### config.mk
export PLATFORM = sky130hd
export DESIGN_NAME = hazard_ctrl_flat
export DESIGN_NICKNAME = d
export VERILOG_FILES = /design/src/rtl/hazard_ctrl_if.sv /design/src/rtl/hazard_ctrl.sv /design/src/flat_wrapper.sv
export SDC_FILE = /design/constraint.sdc
export NUM_CORES = 1
export LEC_CHECK = 0
export ABC_CLOCK_PERIOD_IN_PS = 2300
export CAP_MARGIN = 20
export CELL_PAD_IN_SITES_DETAIL_PLACEMENT = 2
export CELL_PAD_IN_SITES_GLOBAL_PLACEMENT = 2
export CORE_ASPECT_RATIO = 1.25
export CORE_MARGIN = 1.5
export CORE_UTILIZATION = 30
export CTS_BUF_LIST = sky130_fd_sc_hd__clkbuf_2
export CTS_CLUSTER_SIZE = 20
export DETAILED_ROUTE_END_ITERATION = 8
export GPL_ROUTABILITY_DRIVEN = 0
export GPL_TIMING_DRIVEN = 0
export PLACE_DENSITY = 0.81
export SETUP_SLACK_MARGIN = 0.2
export SLEW_MARGIN = 20
export SYNTH_ARGS = -nofsm -noshare
export SYNTH_HDL_FRONTEND = slang
export SYNTH_SLANG_ARGS = --single-unit
### constraint.sdc
create_clock -name clk -period 2.3 [get_ports clk]
set_clock_uncertainty 0.2 [all_clocks]
set_input_delay 0.23 -clock clk [delete_from_list [all_inputs] [get_ports clk]]
set_output_delay 0.23 -clock clk [all_outputs]
set_load 0.1 [all_outputs]
### src/rtl/hazard_ctrl_if.sv
// Hazard controller bus: pipeline-side hazard inputs and the stall/flush/
// forward controls plus status returned by the controller.
interface hazard_ctrl_if #(
    parameter int CNT_WIDTH = 32
);
    logic [4:0]           Rs1D;
    logic [4:0]           Rs2D;
    logic [4:0]           Rs1E;
    logic [4:0]           Rs2E;
    logic [4:0]           RdE;
    logic [4:0]           RdM;
    logic [4:0]           RdW;
    logic [1:0]           ResultSrcE;
    logic                 RegWriteM;
    logic                 RegWriteW;
    logic                 PCSrcE;
    logic                 MemReqM;
    logic                 MemReadyM;
    logic                 StallF;
    logic                 StallD;
    logic                 StallE;
    logic                 StallM;
    logic                 FlushD;
    logic                 FlushE;
    logic                 FlushW;
    logic [1:0]           ForwardAE;
    logic [1:0]           ForwardBE;
    logic                 MemErr;
    logic [CNT_WIDTH-1:0] StallCycles;
    logic [CNT_WIDTH-1:0] FlushEvents;

    // Pipeline side: supplies hazard information, consumes controls.
    modport master (
        output Rs1D, Rs2D, Rs1E, Rs2E, RdE, RdM, RdW, ResultSrcE,
        output RegWriteM, RegWriteW, PCSrcE, MemReqM, MemReadyM,
        input  StallF, StallD, StallE, StallM, FlushD, FlushE, FlushW,
        input  ForwardAE, ForwardBE, MemErr, StallCycles, FlushEvents
    );

    // Controller side.
    modport slave (
        input  Rs1D, Rs2D, Rs1E, Rs2E, RdE, RdM, RdW, ResultSrcE,
        input  RegWriteM, RegWriteW, PCSrcE, MemReqM, MemReadyM,
        output StallF, StallD, StallE, StallM, FlushD, FlushE, FlushW,
        output ForwardAE, ForwardBE, MemErr, StallCycles, FlushEvents
    );
endinterface

### src/rtl/hazard_ctrl.sv
// Five-stage RV32 hazard controller: forwarding selects, load-use and
// redirect handling, data-memory wait freeze with a timeout watchdog, and
// two saturating performance counters.
module hazard_ctrl #(
    parameter int CNT_WIDTH   = 32,
    parameter int MEM_TIMEOUT = 64
) (
    input  logic         clk,
    input  logic         rst_n,
    hazard_ctrl_if.slave hz
);
    typedef enum logic [1:0] {
        ST_RUN   = 2'b00,
        ST_WAIT  = 2'b01,
        ST_ERROR = 2'b10
    } state_e;

    // The wait counter holds the number of consecutive wait cycles already
    // seen before the current one (RUN seeds it with 1 on entry to WAIT), so
    // the timeout fires on the MEM_TIMEOUT-th wait cycle. With a timeout of
    // one the earliest possible firing is the first WAIT cycle (count 1).
    localparam int             WCW     = $clog2(MEM_TIMEOUT + 1);
    localparam logic [WCW-1:0] FIRE_AT = WCW'((MEM_TIMEOUT > 1) ? (MEM_TIMEOUT - 1) : 1);
    localparam logic [CNT_WIDTH-1:0] CNT_MAX = {CNT_WIDTH{1'b1}};

    state_e               state_q, state_d;
    logic [WCW-1:0]       wait_cnt_q, wait_cnt_d;
    logic                 mem_err_q, mem_err_d;
    logic [CNT_WIDTH-1:0] stall_cyc_q, stall_cyc_d;
    logic [CNT_WIDTH-1:0] flush_ev_q, flush_ev_d;

    logic       lw_stall_s;
    logic       mem_wait_s;
    logic       stall_f_s, stall_d_s, stall_e_s, stall_m_s;
    logic       flush_d_s, flush_e_s, flush_w_s;
    logic [1:0] fwd_a_s, fwd_b_s;

    // Forward select for one ALU operand; M wins over W, x0 never forwards.
    function automatic logic [1:0] fwd_sel(
        input logic [4:0] rs,
        input logic [4:0] rd_m,
        input logic [4:0] rd_w,
        input logic       we_m,
        input logic       we_w
    );
        logic [1:0] sel;
        if (we_m && (rd_m != 5'd0) && (rd_m == rs)) begin
            sel = 2'b10;
        end else if (we_w && (rd_w != 5'd0) && (rd_w == rs)) begin
            sel = 2'b01;
        end else begin
            sel = 2'b00;
        end
        return sel;
    endfunction

    // Raw hazard terms from the current pipeline contents.
    always_comb begin
        lw_stall_s = (hz.ResultSrcE == 2'b01) && (hz.RdE != 5'd0) &&
                     ((hz.RdE == hz.Rs1D) || (hz.RdE == hz.Rs2D));
        mem_wait_s = hz.MemReqM && !hz.MemReadyM;
    end

    // Operand forwarding, forced to register-file source while in reset.
    always_comb begin
        if (!rst_n) begin
            fwd_a_s = 2'b00;
            fwd_b_s = 2'b00;
        end else begin
            fwd_a_s = fwd_sel(hz.Rs1E, hz.RdM, hz.RdW, hz.RegWriteM, hz.RegWriteW);
            fwd_b_s = fwd_sel(hz.Rs2E, hz.RdM, hz.RdW, hz.RegWriteM, hz.RegWriteW);
        end
    end

    // Memory-wait FSM next state and watchdog counter.
    always_comb begin
        state_d    = state_q;
        wait_cnt_d = {WCW{1'b0}};
        case (state_q)
            ST_RUN: begin
                if (mem_wait_s) begin
                    state_d    = ST_WAIT;
                    wait_cnt_d = WCW'(1);
                end else begin
                    state_d    = ST_RUN;
                end
            end
            ST_WAIT: begin
                if (!mem_wait_s) begin
                    state_d = ST_RUN;
                end else if (wait_cnt_q == FIRE_AT) begin
                    state_d = ST_ERROR;
                end else begin
                    wait_cnt_d = wait_cnt_q + WCW'(1);
                end
            end
            ST_ERROR: begin
                state_d = ST_ERROR;
            end
            default: begin
                state_d = ST_RUN;
            end
        endcase
    end

    // Stall/flush controls in priority order: error, memory wait, redirect, load-use.
    always_comb begin
        stall_f_s = 1'b0;
        stall_d_s = 1'b0;
        stall_e_s = 1'b0;
        stall_m_s = 1'b0;
        flush_d_s = 1'b0;
        flush_e_s = 1'b0;
        flush_w_s = 1'b0;
        if (!rst_n) begin
            stall_f_s = 1'b0;
        end else if ((state_q == ST_ERROR) || mem_wait_s) begin
            stall_f_s = 1'b1;
            stall_d_s = 1'b1;
            stall_e_s = 1'b1;
            stall_m_s = 1'b1;
            flush_w_s = 1'b1;
        end else if (hz.PCSrcE) begin
            flush_d_s = 1'b1;
            flush_e_s = 1'b1;
        end else if (lw_stall_s) begin
            stall_f_s = 1'b1;
            stall_d_s = 1'b1;
            flush_e_s = 1'b1;
        end else begin
            stall_f_s = 1'b0;
        end
    end

    // Sticky error flag and saturating performance counters.
    always_comb begin
        mem_err_d = mem_err_q | (state_d == ST_ERROR);
        if (stall_f_s && (stall_cyc_q != CNT_MAX)) begin
            stall_cyc_d = stall_cyc_q + CNT_WIDTH'(1);
        end else begin
            stall_cyc_d = stall_cyc_q;
        end
        if ((flush_d_s || flush_e_s) && (flush_ev_q != CNT_MAX)) begin
            flush_ev_d = flush_ev_q + CNT_WIDTH'(1);
        end else begin
            flush_ev_d = flush_ev_q;
        end
    end

    // State, watchdog, error flag and counter registers.
    always_ff @(posedge clk or negedge rst_n) begin
        if (!rst_n) begin
            state_q     <= ST_RUN;
            wait_cnt_q  <= {WCW{1'b0}};
            mem_err_q   <= 1'b0;
            stall_cyc_q <= {CNT_WIDTH{1'b0}};
            flush_ev_q  <= {CNT_WIDTH{1'b0}};
        end else begin
            state_q     <= state_d;
            wait_cnt_q  <= wait_cnt_d;
            mem_err_q   <= mem_err_d;
            stall_cyc_q <= stall_cyc_d;
            flush_ev_q  <= flush_ev_d;
        end
    end

    assign hz.StallF      = stall_f_s;
    assign hz.StallD      = stall_d_s;
    assign hz.StallE      = stall_e_s;
    assign hz.StallM      = stall_m_s;
    assign hz.FlushD      = flush_d_s;
    assign hz.FlushE      = flush_e_s;
    assign hz.FlushW      = flush_w_s;
    assign hz.ForwardAE   = fwd_a_s;
    assign hz.ForwardBE   = fwd_b_s;
    assign hz.MemErr      = mem_err_q;
    assign hz.StallCycles = stall_cyc_q;
    assign hz.FlushEvents = flush_ev_q;
endmodule

### src/flat_wrapper.sv
// flat-port wrapper written by rule: the top's interface ports become plain ports
module hazard_ctrl_flat 
#(
    parameter int CNT_WIDTH   = 32,
    parameter int MEM_TIMEOUT = 64
)
  (clk, rst_n, hz_Rs1D, hz_Rs2D, hz_Rs1E, hz_Rs2E, hz_RdE, hz_RdM, hz_RdW, hz_ResultSrcE, hz_RegWriteM, hz_RegWriteW, hz_PCSrcE, hz_MemReqM, hz_MemReadyM, hz_StallF, hz_StallD, hz_StallE, hz_StallM, hz_FlushD, hz_FlushE, hz_FlushW, hz_ForwardAE, hz_ForwardBE, hz_MemErr, hz_StallCycles, hz_FlushEvents);
  hazard_ctrl_if #(.CNT_WIDTH(CNT_WIDTH)) hz_i ();
  input  logic clk;
  input  logic rst_n;
  input wire logic [$bits(hz_i.Rs1D)-1:0] hz_Rs1D;
  input wire logic [$bits(hz_i.Rs2D)-1:0] hz_Rs2D;
  input wire logic [$bits(hz_i.Rs1E)-1:0] hz_Rs1E;
  input wire logic [$bits(hz_i.Rs2E)-1:0] hz_Rs2E;
  input wire logic [$bits(hz_i.RdE)-1:0] hz_RdE;
  input wire logic [$bits(hz_i.RdM)-1:0] hz_RdM;
  input wire logic [$bits(hz_i.RdW)-1:0] hz_RdW;
  input wire logic [$bits(hz_i.ResultSrcE)-1:0] hz_ResultSrcE;
  input wire logic [$bits(hz_i.RegWriteM)-1:0] hz_RegWriteM;
  input wire logic [$bits(hz_i.RegWriteW)-1:0] hz_RegWriteW;
  input wire logic [$bits(hz_i.PCSrcE)-1:0] hz_PCSrcE;
  input wire logic [$bits(hz_i.MemReqM)-1:0] hz_MemReqM;
  input wire logic [$bits(hz_i.MemReadyM)-1:0] hz_MemReadyM;
  output wire logic [$bits(hz_i.StallF)-1:0] hz_StallF;
  output wire logic [$bits(hz_i.StallD)-1:0] hz_StallD;
  output wire logic [$bits(hz_i.StallE)-1:0] hz_StallE;
  output wire logic [$bits(hz_i.StallM)-1:0] hz_StallM;
  output wire logic [$bits(hz_i.FlushD)-1:0] hz_FlushD;
  output wire logic [$bits(hz_i.FlushE)-1:0] hz_FlushE;
  output wire logic [$bits(hz_i.FlushW)-1:0] hz_FlushW;
  output wire logic [$bits(hz_i.ForwardAE)-1:0] hz_ForwardAE;
  output wire logic [$bits(hz_i.ForwardBE)-1:0] hz_ForwardBE;
  output wire logic [$bits(hz_i.MemErr)-1:0] hz_MemErr;
  output wire logic [$bits(hz_i.StallCycles)-1:0] hz_StallCycles;
  output wire logic [$bits(hz_i.FlushEvents)-1:0] hz_FlushEvents;
  assign hz_i.Rs1D = hz_Rs1D;
  assign hz_i.Rs2D = hz_Rs2D;
  assign hz_i.Rs1E = hz_Rs1E;
  assign hz_i.Rs2E = hz_Rs2E;
  assign hz_i.RdE = hz_RdE;
  assign hz_i.RdM = hz_RdM;
  assign hz_i.RdW = hz_RdW;
  assign hz_i.ResultSrcE = hz_ResultSrcE;
  assign hz_i.RegWriteM = hz_RegWriteM;
  assign hz_i.RegWriteW = hz_RegWriteW;
  assign hz_i.PCSrcE = hz_PCSrcE;
  assign hz_i.MemReqM = hz_MemReqM;
  assign hz_i.MemReadyM = hz_MemReadyM;
  assign hz_StallF = hz_i.StallF;
  assign hz_StallD = hz_i.StallD;
  assign hz_StallE = hz_i.StallE;
  assign hz_StallM = hz_i.StallM;
  assign hz_FlushD = hz_i.FlushD;
  assign hz_FlushE = hz_i.FlushE;
  assign hz_FlushW = hz_i.FlushW;
  assign hz_ForwardAE = hz_i.ForwardAE;
  assign hz_ForwardBE = hz_i.ForwardBE;
  assign hz_MemErr = hz_i.MemErr;
  assign hz_StallCycles = hz_i.StallCycles;
  assign hz_FlushEvents = hz_i.FlushEvents;
  hazard_ctrl #(.CNT_WIDTH(CNT_WIDTH), .MEM_TIMEOUT(MEM_TIMEOUT)) u_core (.clk(clk), .rst_n(rst_n), .hz(hz_i));
endmodule
# ---- After elaboration in Yosys (flattened, before gate mapping)
# Index checks and enable logic that the tools add are counted.
dict set report op_classes {
  add_sub_neg 3
  n_mul 0
  n_div 0
  magnitude_cmp 0
  n_eq_ne 13
  shifts 0
  mux 26
  bitwise_logic 1
  reduce_logical 19
}
# operator count
set op_table {}
lappend op_table {{32-bit by 1-bit adder with 32-bit output (second input constant)} 2}
lappend op_table {{32-bit != test (second input constant)} 2}
lappend op_table {{5-bit equality test} 6}
lappend op_table {{1-bit two-way mux} 16}
lappend op_table {{5-bit nonzero test} 3}
lappend op_table {{7-bit two-way mux} 2}
lappend op_table {{7-bit one-hot mux with 2 select lines} 1}
lappend op_table {{2-bit two-way mux} 6}
lappend op_table {{1-bit logical AND} 11}
lappend op_table {{7-bit by 1-bit adder with 7-bit output (second input constant)} 1}
lappend op_table {{7-bit by 6-bit equality test with 1-bit output (second input constant)} 1}
lappend op_table {{2-bit one-hot mux with 3 select lines} 1}
lappend op_table {{2-bit by 1-bit equality test with 1-bit output (second input constant)} 2}
lappend op_table {{2-bit equality test (second input constant)} 2}
lappend op_table {{1-bit logical OR} 3}
lappend op_table {{2-bit logical NOT} 1}
lappend op_table {{1-bit logical NOT} 1}
lappend op_table {{1-bit OR} 1}
dict set report word_totals {
  ff_bits 74
  latchBits 0
  ram_bits 0
  mem_bits_ro 0
  in_bits 44
  out_inout_bits 76
  elab_cells 67
  mem_count 0
}

# ---- Logic depth before layout (Yosys ltp)
# Gate-level depths: netlist of run 1.
dict set report logic_depth {
  ltp_word 9
  ltp_mapped 9
  depth_no_buf 7
}

# ---- Least setup slack after synthesis of run 1
# No wires, ideal clock.
dict set report synth_path {
  path_kind {input-to-output}
  start {input hz_RdM[0]}
  end {output hz_ForwardAE[0]}
  arrival_ns 3.972
  t_required_ns 1.870
  slack_ns -2.102
  path_stages 4
  n_path_buf 0
  cell_sequence {or4_1 -> o21ai_0 -> nor4_1 -> nor4_1}
}
dict set report synth_via {
  elab_chain_cells 5
  elab_cells_between_ends 6
  classes_between {eq/ne: 1; mux: 2; reduce/logical: 3}
}
# item line_no
set synth_lines {}
lappend synth_lines {{from (decl)} flat_wrapper.sv:16} ;# input wire logic [$bits(hz_i.RdM)-1:0] hz_RdM;
lappend synth_lines {{5-bit nonzero test} hazard_ctrl.sv:47} ;# if (we_m && (rd_m != 5'd0) && (rd_m == rs)) begin
lappend synth_lines {{1-bit logical AND} hazard_ctrl.sv:47}
lappend synth_lines {{1-bit logical AND *} hazard_ctrl.sv:47}
lappend synth_lines {{2-bit two-way mux *} hazard_ctrl.sv:47}
lappend synth_lines {{2-bit two-way mux *} hazard_ctrl.sv:66} ;# if (!rst_n) begin
lappend synth_lines {{to (decl)} flat_wrapper.sv:31} ;# output wire logic [$bits(hz_i.ForwardAE)-1:0] hz_ForwardAE;
# Every way passes the cells marked *; elsewhere a longest branch is shown, timed or not.

# ---- Worst setup path in the final report of run 1
dict set report layout_path {
  start {input hz_RdE[1]}
  end {output hz_StallF}
}
dict set report layout_via {
  elab_chain_cells 7
  elab_cells_between_ends 10
  classes_between {eq/ne: 2; mux: 4; reduce/logical: 4}
}
# item line_no
set layout_lines {}
lappend layout_lines {{from (decl)} flat_wrapper.sv:15} ;# input wire logic [$bits(hz_i.RdE)-1:0] hz_RdE;
lappend layout_lines {{5-bit equality test or 5-bit nonzero test (tied branches)} {hazard_ctrl.sv:60, hazard_ctrl.sv:59}}
lappend layout_lines {{1-bit logical OR or 1-bit logical AND (tied branches)} {hazard_ctrl.sv:60, hazard_ctrl.sv:59}}
lappend layout_lines {{1-bit logical AND *} hazard_ctrl.sv:59} ;# lw_stall_s = (hz.ResultSrcE == 2'b01) && (hz.RdE != 5'd0) &&
lappend layout_lines {{1-bit two-way mux *} hazard_ctrl.sv:126} ;# end else if (lw_stall_s) begin
lappend layout_lines {{1-bit two-way mux *} hazard_ctrl.sv:123} ;# end else if (hz.PCSrcE) begin
lappend layout_lines {{1-bit two-way mux *} hazard_ctrl.sv:117} ;# end else if ((state_q == ST_ERROR) || mem_wait_s) begin
lappend layout_lines {{1-bit two-way mux *} hazard_ctrl.sv:115} ;# if (!rst_n) begin
lappend layout_lines {{to (decl)} flat_wrapper.sv:24} ;# output wire logic [$bits(hz_i.StallF)-1:0] hz_StallF;
# Marks and branches as above.

==> results of run 1 <==
## layout make-up
class                      instances  share of cell area (%)
multi-input combinational        302                    37.9
timing repair buffer             222                    29.0
sequential                        74                    26.9
tap                              171                    2.81
buffer                            12                    2.08
clock buffer                      11                   0.722
inverter                           5                   0.328
clock inverter                     5                   0.279
antenna                            1                  0.0328
## state kept, by name (all words and copies together), names as in the netlist
signal / flops
u_core.hz.FlushEvents: 32
u_core.hz.MemErr: 1
u_core.hz.StallCycles: 32
u_core.state_q: 2
u_core.wait_cnt_q: 7
## cell families (layout without fill, tap and decap cells)
family	Yosys count	in the layout	synth area share, %
buffers and inverters	17	255	2.51
AND/OR/NAND/NOR	188	188	27.8
adder cells (fa/ha/maj)	3	3	0.909
AO/OA/AOI/OAI	13	13	2.88
flip-flops	74	74	44.8
XOR/XNOR	96	96	20.5
multiplexers	2	2	0.545
other	0	1	0
## layout by cell type (no fill, tap or decap), drive strengths merged, types with 3 or more instances in the layout
cell type	instances
ha	3
clkdlybuf4s18	5
nor2	20
xor2	31
nand3	36
nand2b	3
and2	8
dlymetal6s2s	3
dfrtp	74
dlygate4sd2	13
clkdlybuf4s50	18
and3	25
xnor2	65
or2	4
buf	146
inv	4
and4	9
or4	4
nor3b	3
nand2	25
clkbuf	15
nor2b	3
clkinv	5
nor3	9
nor4	6
clkdlybuf4s15	42
nand4	27
## worst max-delay path by stage
stage | start | to | slack [ps]
4_1_cts | u_core.state_q[0] | hz_StallF | -40
3_3_place_gp | rst_n | hz_ForwardBE[0] | -4130
6_report | hz_RdE[1] | hz_StallF | -180
5_1_grt | hz_RdE[1] | hz_StallF | -260
3_5_place_dp | hz_RdE[0] | hz_StallF | -1340
2_1_floorplan | hz_RdW[3] | hz_ForwardAE[0] | -160
## tightest hold or removal path: stages
cell and delay, ps:
buf_12 80, buf_12 90, buf_12 90, buf_12 90, dlygate4sd3_1 590, buf_12 200
## metal layers
| metal | global-route usage [%] | wire (um) |
|---|---|---|
| met5 | 0 | 0 |
| met4 | 7.68 | 728 |
| met3 | 3.55 | 655 |
| met2 | 46.7 | 12000 |
| met1 | 27.6 | 8180 |
## stage by stage
| stage | worst slack [ps] | std cells | area (um^2) | power, mW |
|---|---|---|---|---|
| finish | -176 | 803 | 7620 | 4.07 |
| global placement | -4130 | 683 | 6020 | 2.97 |
| floorplan | -155 | 393 | 4610 | 2.57 |
| global route | -263 | 803 | 7620 | 4.20 |
| CTS | -41.3 | 760 | 6950 | 3.78 |
| detailed placement | -1340 | 684 | 6040 | 3.03 |
## power by group
| group | internal [mW] | total [mW] | switching, mW |
|---|---|---|---|
| Clock | 0.138 | 0.654 | 0.516 |
| Combinational | 0.626 | 1.79 | 1.17 |
| Sequential | 1.44 | 1.62 | 0.179 |
## repair_timing
item,in CTS,in global routing
hold endpoints to repair,74,0
hold buffers,7,0
gates cloned,2,1
setup buffers,51,41
resized for setup,390,108
endpoints found under the setup margin,129,66
pin swaps,36,51
==> results.yml, run 1 <==
critical_path:
  r2r_end: "u_core.hz.FlushEvents[17]"
  cp_max_fo: 3
  cp_slowest_cell: "clkdlybuf4s50_1"
  worst-path-stages: 9
  cp.required_ps: 1870
  crit_type: "primary input to primary output"
  crit_path_end_kind: "primary output"
  critical_path_arrival_ps: 2050
  critPathTopFamily: "buffers and inverters"
  path_cells: "clkdlybuf4s50_1 -> xnor2_1 -> nand2_1 -> o22ai_2 -> a31oi_4 -> inv_4 -> buf_12 -> buf_12 -> buf_12"
  crit_path_frequent_cell: "buf_12"
  worstReg2RegStart: "u_core.hz.FlushEvents[19]"
  max_stage_delay_ps: 500
  r2r_setup_slack_ps: -10
  r2r_cells: 10
  worstSetupStartpointType: "primary input"
  critical_path_buf_inv_count: 5
floorplanning:
  io_pins: 120
  die_area_um2: 14500
  coreArea_um2: 13300
  die_y_um: 134
  fp-row-count: 47
  initial_core_util_pct: 30.9
  chipWidth_um: 108
sta:
  setup_tns_ps: -288
  maxSlewViolCount: 0
  clock.fmax_mhz: 404
  setup_ws_ps: -176
  setup_viol: 4
  slew_headroom_pct: 62.2
  fin_hold_ws_ps: 223
  tightest_slew_ps: 570
  fin_crit_sh_pct: 108
  finalHoldViolCount: 0
  grt_setup_unrepaired: "true"
  finalCriticalPeriod_ps: 2480
pwr:
  power.density_nw_per_um2: 533
  ir_drop_v: 0.000434
  p_leak_nw: 3.44
grt:
  antenna_found_initial: 1
  grt_pass1_wl_um: 26900
  grtUsageTotal_pct: 24.5
  grt_max_degree: 29
  overflow: 0
  grt_pass1_vias: 4643
final_layout:
  drive_gt1_share_pct: 61.8
  fill_cells: 1264
  final-seq-area_um2: 2050
  finalNetCount: 673
  fin_util_pct: 57.1
  areaGrowthSynthToFinish_pct: 84.6
  multi_input_area_um2: 2890
routing:
  drc: 0
  postRouteAntennaNets: 0
  routed_via_density: 5.24
  totalWireLength_um: 21600
  via_count: 4211
  wl_per_cell_um: 26.8
  dr.pass1.iters: 4
  first_iter_violations: 186
logic_synthesis:
  async_reset_ff_share_pct: 100
  synth_nets: 440
  synth_area_leader_cell: "dfrtp_1"
  synth_warnings: 0
  synth-main-ff-cell: "dfrtp_1"
  synth_cells: 393
  synth_edf_count: 0
  synth_commonest_cells: "74 x dfrtp_1, 64 x xnor2_1, 34 x nand3_1, 31 x xor2_1"
  synth.distinct_cells: 53
  yosysMostFrequentCell: "dfrtp_1"
  synth_top_area_share_pct: 44.8
  ys_seq_elements: 74
  yosys-top-cells-area: "dfrtp_1 45%, xnor2_1 14%, xor2_1 6.6%"
  synth_seq_area_share_pct: 44.8
  syn_area_per_cell_um2: 10.5
  syn-cell-area_um2: 4130
clock_network:
  clockRootBuffer: "clkbuf_2"
  cts.path.max_buffers: 2
  ctsHtreeMaxLevel: 3
  cts_inserted_buffers: 9
  clock-sinks: 74
  path_clk_slew_ps: 220
  cts_tree: "yes"
  worstSkewPairLatency_ps: 590
worst_hold_path:
  hold_path.class: "primary input to async pin"
place:
  hpwl_um: 10200
  numPortBuffers: 119
job:
  max_cap_viol_count: 0
run_status:
  violations: "negative setup slack"
  status: "complete, but fails checks"
Power figures use the tool's default switching activity.
==> run 2, diff against run 1 <==
--- a/config.mk
+++ b/config.mk
@@ -9,7 +9,7 @@
 export CAP_MARGIN = 20
 export CELL_PAD_IN_SITES_DETAIL_PLACEMENT = 2
 export CELL_PAD_IN_SITES_GLOBAL_PLACEMENT = 2
-export CORE_ASPECT_RATIO = 1.25
+export CORE_ASPECT_RATIO = 1.2
 export CORE_MARGIN = 1.5
 export CORE_UTILIZATION = 30
 export CTS_BUF_LIST = sky130_fd_sc_hd__clkbuf_2
==> results.yml, run 2 (synthesis gave the netlist of run 1 again) <==
place:
  numPortBuffers: 119
  hpwl_um: 10000
  dp_slack_ps: -1290
  dpl.cell_count: 681
pwr:
  p_switching_mw: 1.86
  p_int_mw: 2.17
  p_sw_share_pct: 46.1
  power_mw: 4.03
  pwr-share-clk_pct: 20.2
  power_frac_comb_pct: 39.7
  power.density_nw_per_um2: 556
  ir_drop_v: 0.000705
  p_leak_nw: 3.25
  pwr-share-seq_pct: 40.0
sta:
  clock.fmax_mhz: 401
  grt_setup_unrepaired: "true"
  fin_crit_sh_pct: 108
  finalHoldViolCount: 0
  slew_headroom_pct: 57.6
  setup_tns_ps: -611
  maxSlewViolCount: 0
  setup_ws_ps: -193
  finalCriticalPeriod_ps: 2490
  tightest_slew_ps: 630
  setup_viol: 10
critical_path:
  r2r_setup_slack_ps: -190
  cp_max_fo: 6
  crit_type: "flop to flop"
  worstSetupStartpointType: "flop"
  critical_path_arrival_ps: 2810
  cp.required_ps: 2620
  crit_path_end_kind: "flop"
clock_network:
  path_clk_slew_ps: 290
  cts.path.max_buffers: 2
  cts_inserted_buffers: 9
  cts_tree: "yes"
  worstSkewPairLatency_ps: 650
  ctsHtreeMaxLevel: 3
  clockRootBuffer: "clkbuf_2"
  clock-sinks: 74
run_status:
  status: "complete, but fails checks"
  violations: "negative setup slack"
routing:
  wl_per_cell_um: 26.8
  totalWireLength_um: 20700
  routed_via_density: 5.30
  first_iter_violations: 131
  via_count: 4091
  dr.pass1.iters: 6
  drc: 0
  postRouteAntennaNets: 0
final_layout:
  finalNetCount: 645
  drive_gt1_share_pct: 62.0
  mostFrequentLayoutCells: "60 x buf_4, 48 x dfrtp_4, 44 x xnor2_1, 33 x buf_2, 27 x xor2_1"
  layout_commonest_cell: "buf_4"
  final_cells: 772
  areaGrowthSynthToFinish_pct: 75.6
worst_hold_path:
  hold_path.class: "primary input to async pin"
floorplanning:
  io_pins: 120
  die_y_um: 132
  chipWidth_um: 110
  fp-row-count: 46
  initial_core_util_pct: 30.9
  die_area_um2: 14500
  coreArea_um2: 13400
grt:
  grt_max_degree: 45
  grt_pass1_vias: 4565
  overflow: 0
  grtUsageTotal_pct: 23.4
  antenna_found_initial: 1
  grt_pass1_wl_um: 25600
job:
  max_cap_viol_count: 0
[run 2: cell count changes in the layout (fill, tap and decap cells not counted), moves of 7 or more]
cell,before,now
buf_4,85,60
clkdlybuf4s15_2,39,16
dlygate4sd2_1,13,6
buf_2,20,33
buf_6,16,25
clkbuf_4,2,11
[run 2: metrics by stage]
step | hold WS [ps] | util [%] | cell area [um^2]
finish | 13.1 | 54.3 | 7250
global placement | 255 | 45.0 | 6010
CTS | 58.7 | 49.8 | 6650
floorplan | -266 | - | 4610
global route | 0.140 | 54.3 | 7250
detailed placement | 33.2 | 45.2 | 6040
[run 2: cell type report]
| type | instances | area (um^2) |
|---|---|---|
| fillers | 1260 | 6100 |
| multi-input cells | 302 | 2900 |
| flip-flops and latches | 74 | 2050 |
| repair buffers | 194 | 1810 |
| well taps | 168 | 210 |
| plain buffers | 12 | 144 |
| clock inverters | 7 | 60.1 |
| clock buffers | 9 | 45.0 |
| inverters | 5 | 25.0 |
| diodes | 1 | 2.50 |
[run 2: metal layers]
metal  part of all wire (%)  global-route usage [%]  wire [um]
met2                     56                    43.8      11700
met1                     37                    25.6       7610
met3                    3.9                    4.41        801
met5                      0                       0          0
met4                    2.9                    8.19        593
[run 2: worst paths after layout]
check	start	cells after the start	endpoint
worst min register to register	u_core.hz.MemErr	1	u_core.hz.MemErr
max in group asynchronous	rst_n	4	u_core.hz.StallCycles[23]
worst max register to register	u_core.hz.FlushEvents[18]	10	u_core.hz.FlushEvents[15]
min in group clk	rst_n	6	u_core.hz.StallCycles[26]
worst min-delay path	rst_n	4	u_core.hz.FlushEvents[23]
worst max-delay path	u_core.hz.FlushEvents[18]	10	u_core.hz.FlushEvents[15]
[run 2: critical path, stage by stage (launching register included)]
cell	delay [ps]
dfrtp_4	560
and4_4	200
and3_4	180
buf_6	110
nand4_1	70
and3_1	180
buf_6	170
buf_6	120
buf_8	100
nand4_1	160
xnor2_1	310
[run 2: power by group through the flow]
stage,logic (mW),registers (mW),clock network [mW]
2_1_floorplan,0.326,2.25,0
3_3_place_gp,1.33,1.64,0
3_5_place_dp,1.36,1.64,0
4_1_cts,1.48,1.58,0.766
5_1_grt,1.66,1.63,0.880
6_report,1.60,1.61,0.816
[run 2: repair_timing]
action                                  4_1_cts  5_1_grt
cloned                                        1        1
gates resized for setup                     424      147
buffers inserted                             41       28
hold buffers                                  3        0
pin swaps                                    32       56
hold endpoints to repair                     74        0
endpoints found under the setup margin      127       87
==> run 3, diff against run 2 <==
--- a/config.mk
+++ b/config.mk
@@ -5,7 +5,6 @@
 export SDC_FILE = /design/constraint.sdc
 export NUM_CORES = 1
 export LEC_CHECK = 0
-export ABC_CLOCK_PERIOD_IN_PS = 2300
 export CAP_MARGIN = 20
 export CELL_PAD_IN_SITES_DETAIL_PLACEMENT = 2
 export CELL_PAD_IN_SITES_GLOBAL_PLACEMENT = 2
@@ -17,9 +16,10 @@
 export DETAILED_ROUTE_END_ITERATION = 8
 export GPL_ROUTABILITY_DRIVEN = 0
 export GPL_TIMING_DRIVEN = 0
-export PLACE_DENSITY = 0.81
+export PLACE_DENSITY_LB_ADDON = 0.1
 export SETUP_SLACK_MARGIN = 0.2
 export SLEW_MARGIN = 20
 export SYNTH_ARGS = -nofsm -noshare
 export SYNTH_HDL_FRONTEND = slang
 export SYNTH_SLANG_ARGS = --single-unit
+export TNS_END_PERCENT = 50
==> results.yml, run 3 (synthesis gave the netlist of run 1 again) <==
sta:
  maxSlewViolCount: 0
  grt_setup_unrepaired: "true"
  setup_viol: 4
  clock.fmax_mhz: 411
  setup_ws_ps: -132
  fin_crit_sh_pct: 106
  setup_tns_ps: -233
  slew_headroom_pct: 62.4
  finalHoldViolCount: 0
  finalCriticalPeriod_ps: 2430
  tightest_slew_ps: 566
critical_path:
  worst-path-stages: 8
  crit_path_end_kind: "primary output"
  worstReg2RegStart: "u_core.hz.FlushEvents[12]"
  path_cells: "clkdlybuf4s50_1 -> nor3_1 -> a21oi_1 -> a31oi_4 -> inv_4 -> buf_12 -> buf_12 -> buf_12"
  critPathTopFamily: "buffers and inverters"
  r2r_end: "u_core.hz.FlushEvents[23]"
  cp_slowest_cell: "clkdlybuf4s50_1"
  max_stage_delay_ps: 490
  startpoint: "hz_RdE[1]"
  endpoint: "hz_StallF"
  crit_type: "primary input to primary output"
  r2r_setup_slack_ps: 100
  worstSetupStartpointType: "primary input"
  crit_path_frequent_cell: "buf_12"
  cp.required_ps: 1870
  cp_max_fo: 3
  critical_path_arrival_ps: 2000
  critical_path_buf_inv_count: 5
  r2r_cells: 8
final_layout:
  multi_input_area_um2: 2880
  areaGrowthSynthToFinish_pct: 72.1
  drive_gt1_share_pct: 59.3
  final-seq-area_um2: 1970
  mostFrequentLayoutCells: "50 x buf_4, 46 x buf_2, 44 x xnor2_1, 38 x dfrtp_2, 30 x xor2_1"
  fill_cells: 1339
  finalNetCount: 636
  stdcell_area_um2: 7110
  layout_commonest_cell: "buf_4"
worst_hold_path:
  hold_path.class: "primary input to async pin"
floorplanning:
  die_area_um2: 14500
  fp-row-count: 46
  chipWidth_um: 110
  initial_core_util_pct: 30.9
  coreArea_um2: 13400
  die_y_um: 132
  io_pins: 120
place:
  numPortBuffers: 119
  hpwl_um: 10000
  dp_slack_ps: -1210
  post_dp_cell_area_um2: 5850
run_status:
  status: "complete, but fails checks"
  violations: "negative setup slack"
pwr:
  ir_drop_v: 0.000328
  p_leak_nw: 3.27
  pwr-share-clk_pct: 24.3
  p_int_mw: 2.36
  pwr-share-seq_pct: 38.3
  p_sw_share_pct: 43.1
  p_switching_mw: 1.78
  power_frac_comb_pct: 37.4
  power.density_nw_per_um2: 582
job:
  max_cap_viol_count: 0
clock_network:
  clock-sinks: 74
  cts_tree: "yes"
  ctsHtreeMaxLevel: 3
  cts.path.max_buffers: 2
  worstSkewPairLatency_ps: 620
  cts_inserted_buffers: 9
  clockRootBuffer: "clkbuf_2"
  path_clk_slew_ps: 230
grt:
  grtUsageTotal_pct: 22.2
  grt_pass1_vias: 4203
  overflow: 0
  antenna_found_initial: 1
  grt_pass1_wl_um: 24200
  grt_max_degree: 49
routing:
  via_count: 3906
  wl_per_cell_um: 21.9
  dr.pass1.iters: 4
  first_iter_violations: 100
  totalWireLength_um: 16700
  postRouteAntennaNets: 0
  drc: 0
  routed_via_density: 5.12
## run 3: cell types whose count changed in the layout (fill, tap and decap cells not counted), moves of 4 or more
cell             before  now
clkdlybuf4s15_2      16    8
buf_6                25   17
clkdlybuf4s50_1      22   18
dfrtp_2              16   38
dfrtp_4              48   19
clkbuf_4             11    5
dfrtp_1              10   17
buf_2                33   46
nand3_4               7   11
dlymetal6s2s_1        1    5
buf_4                60   50
## run 3: layer usage
layer / up-vias / track usage (%) / part of all wire [%]
li1: 1784 / - / -
met1: 2011 / 25.9 / 39
met2: 84 / 39.0 / 55
met3: 27 / 3.82 / 3.3
met4: 0 / 9.90 / 2.7
met5: - / 0 / 0
## run 3: power groups by stage
stage	registers, mW	logic [mW]	clock network (mW)
finish	1.59	1.55	1.00
global route	1.61	1.62	1.07
CTS	1.60	1.44	1.01
detailed placement	1.59	1.34	0
global placement	1.59	1.31	0
floorplan	2.20	0.294	0
## run 3: area by class of cell
class,count,area share (%)
multi-input combinational,303,40.5
timing repair buffer,184,23.9
clock inverter,7,1.51
antenna,1,0.0352
buffer,12,2.41
sequential,74,27.7
clock buffer,9,0.634
inverter,5,0.299
tap,168,2.96
## run 3: timing repair
item                       in CTS  in global routing
hold endpoints to repair       74                  0
hold buffers                    7                  0
setup endpoints to repair     133                107
resized for setup             474                135
gates cloned                    0                  3
pin swaps                      81                 35
setup buffers                  13                 42
## run 3: worst min-delay path by stage
stage,startpoint,endpoint
6_report,rst_n,u_core.hz.StallCycles[9]
2_1_floorplan,rst_n,u_core.hz.FlushEvents[0]
4_1_cts,rst_n,u_core.hz.FlushEvents[21]
3_5_place_dp,rst_n,u_core.hz.StallCycles[9]
5_1_grt,rst_n,u_core.hz.StallCycles[9]
3_3_place_gp,u_core.hz.MemErr,u_core.hz.MemErr
## run 3: worst register-to-register path, delay by kind of cell (launching register included)
family | cells | cell delay (ps)
flops | 1 | 490
buf+inv | 2 | 340
simple gates | 5 | 990
xor+xnor | 1 | 120
## run 3: through the flow
step	cells	power (mW)	util, %	hold slack [ps]
finish	763	4.14	53.2	210
global placement	680	2.90	43.6	252
global route	763	4.29	53.2	189
floorplan	393	2.50	-	-266
detailed placement	681	2.93	43.8	1.71
CTS	717	4.05	49.5	201
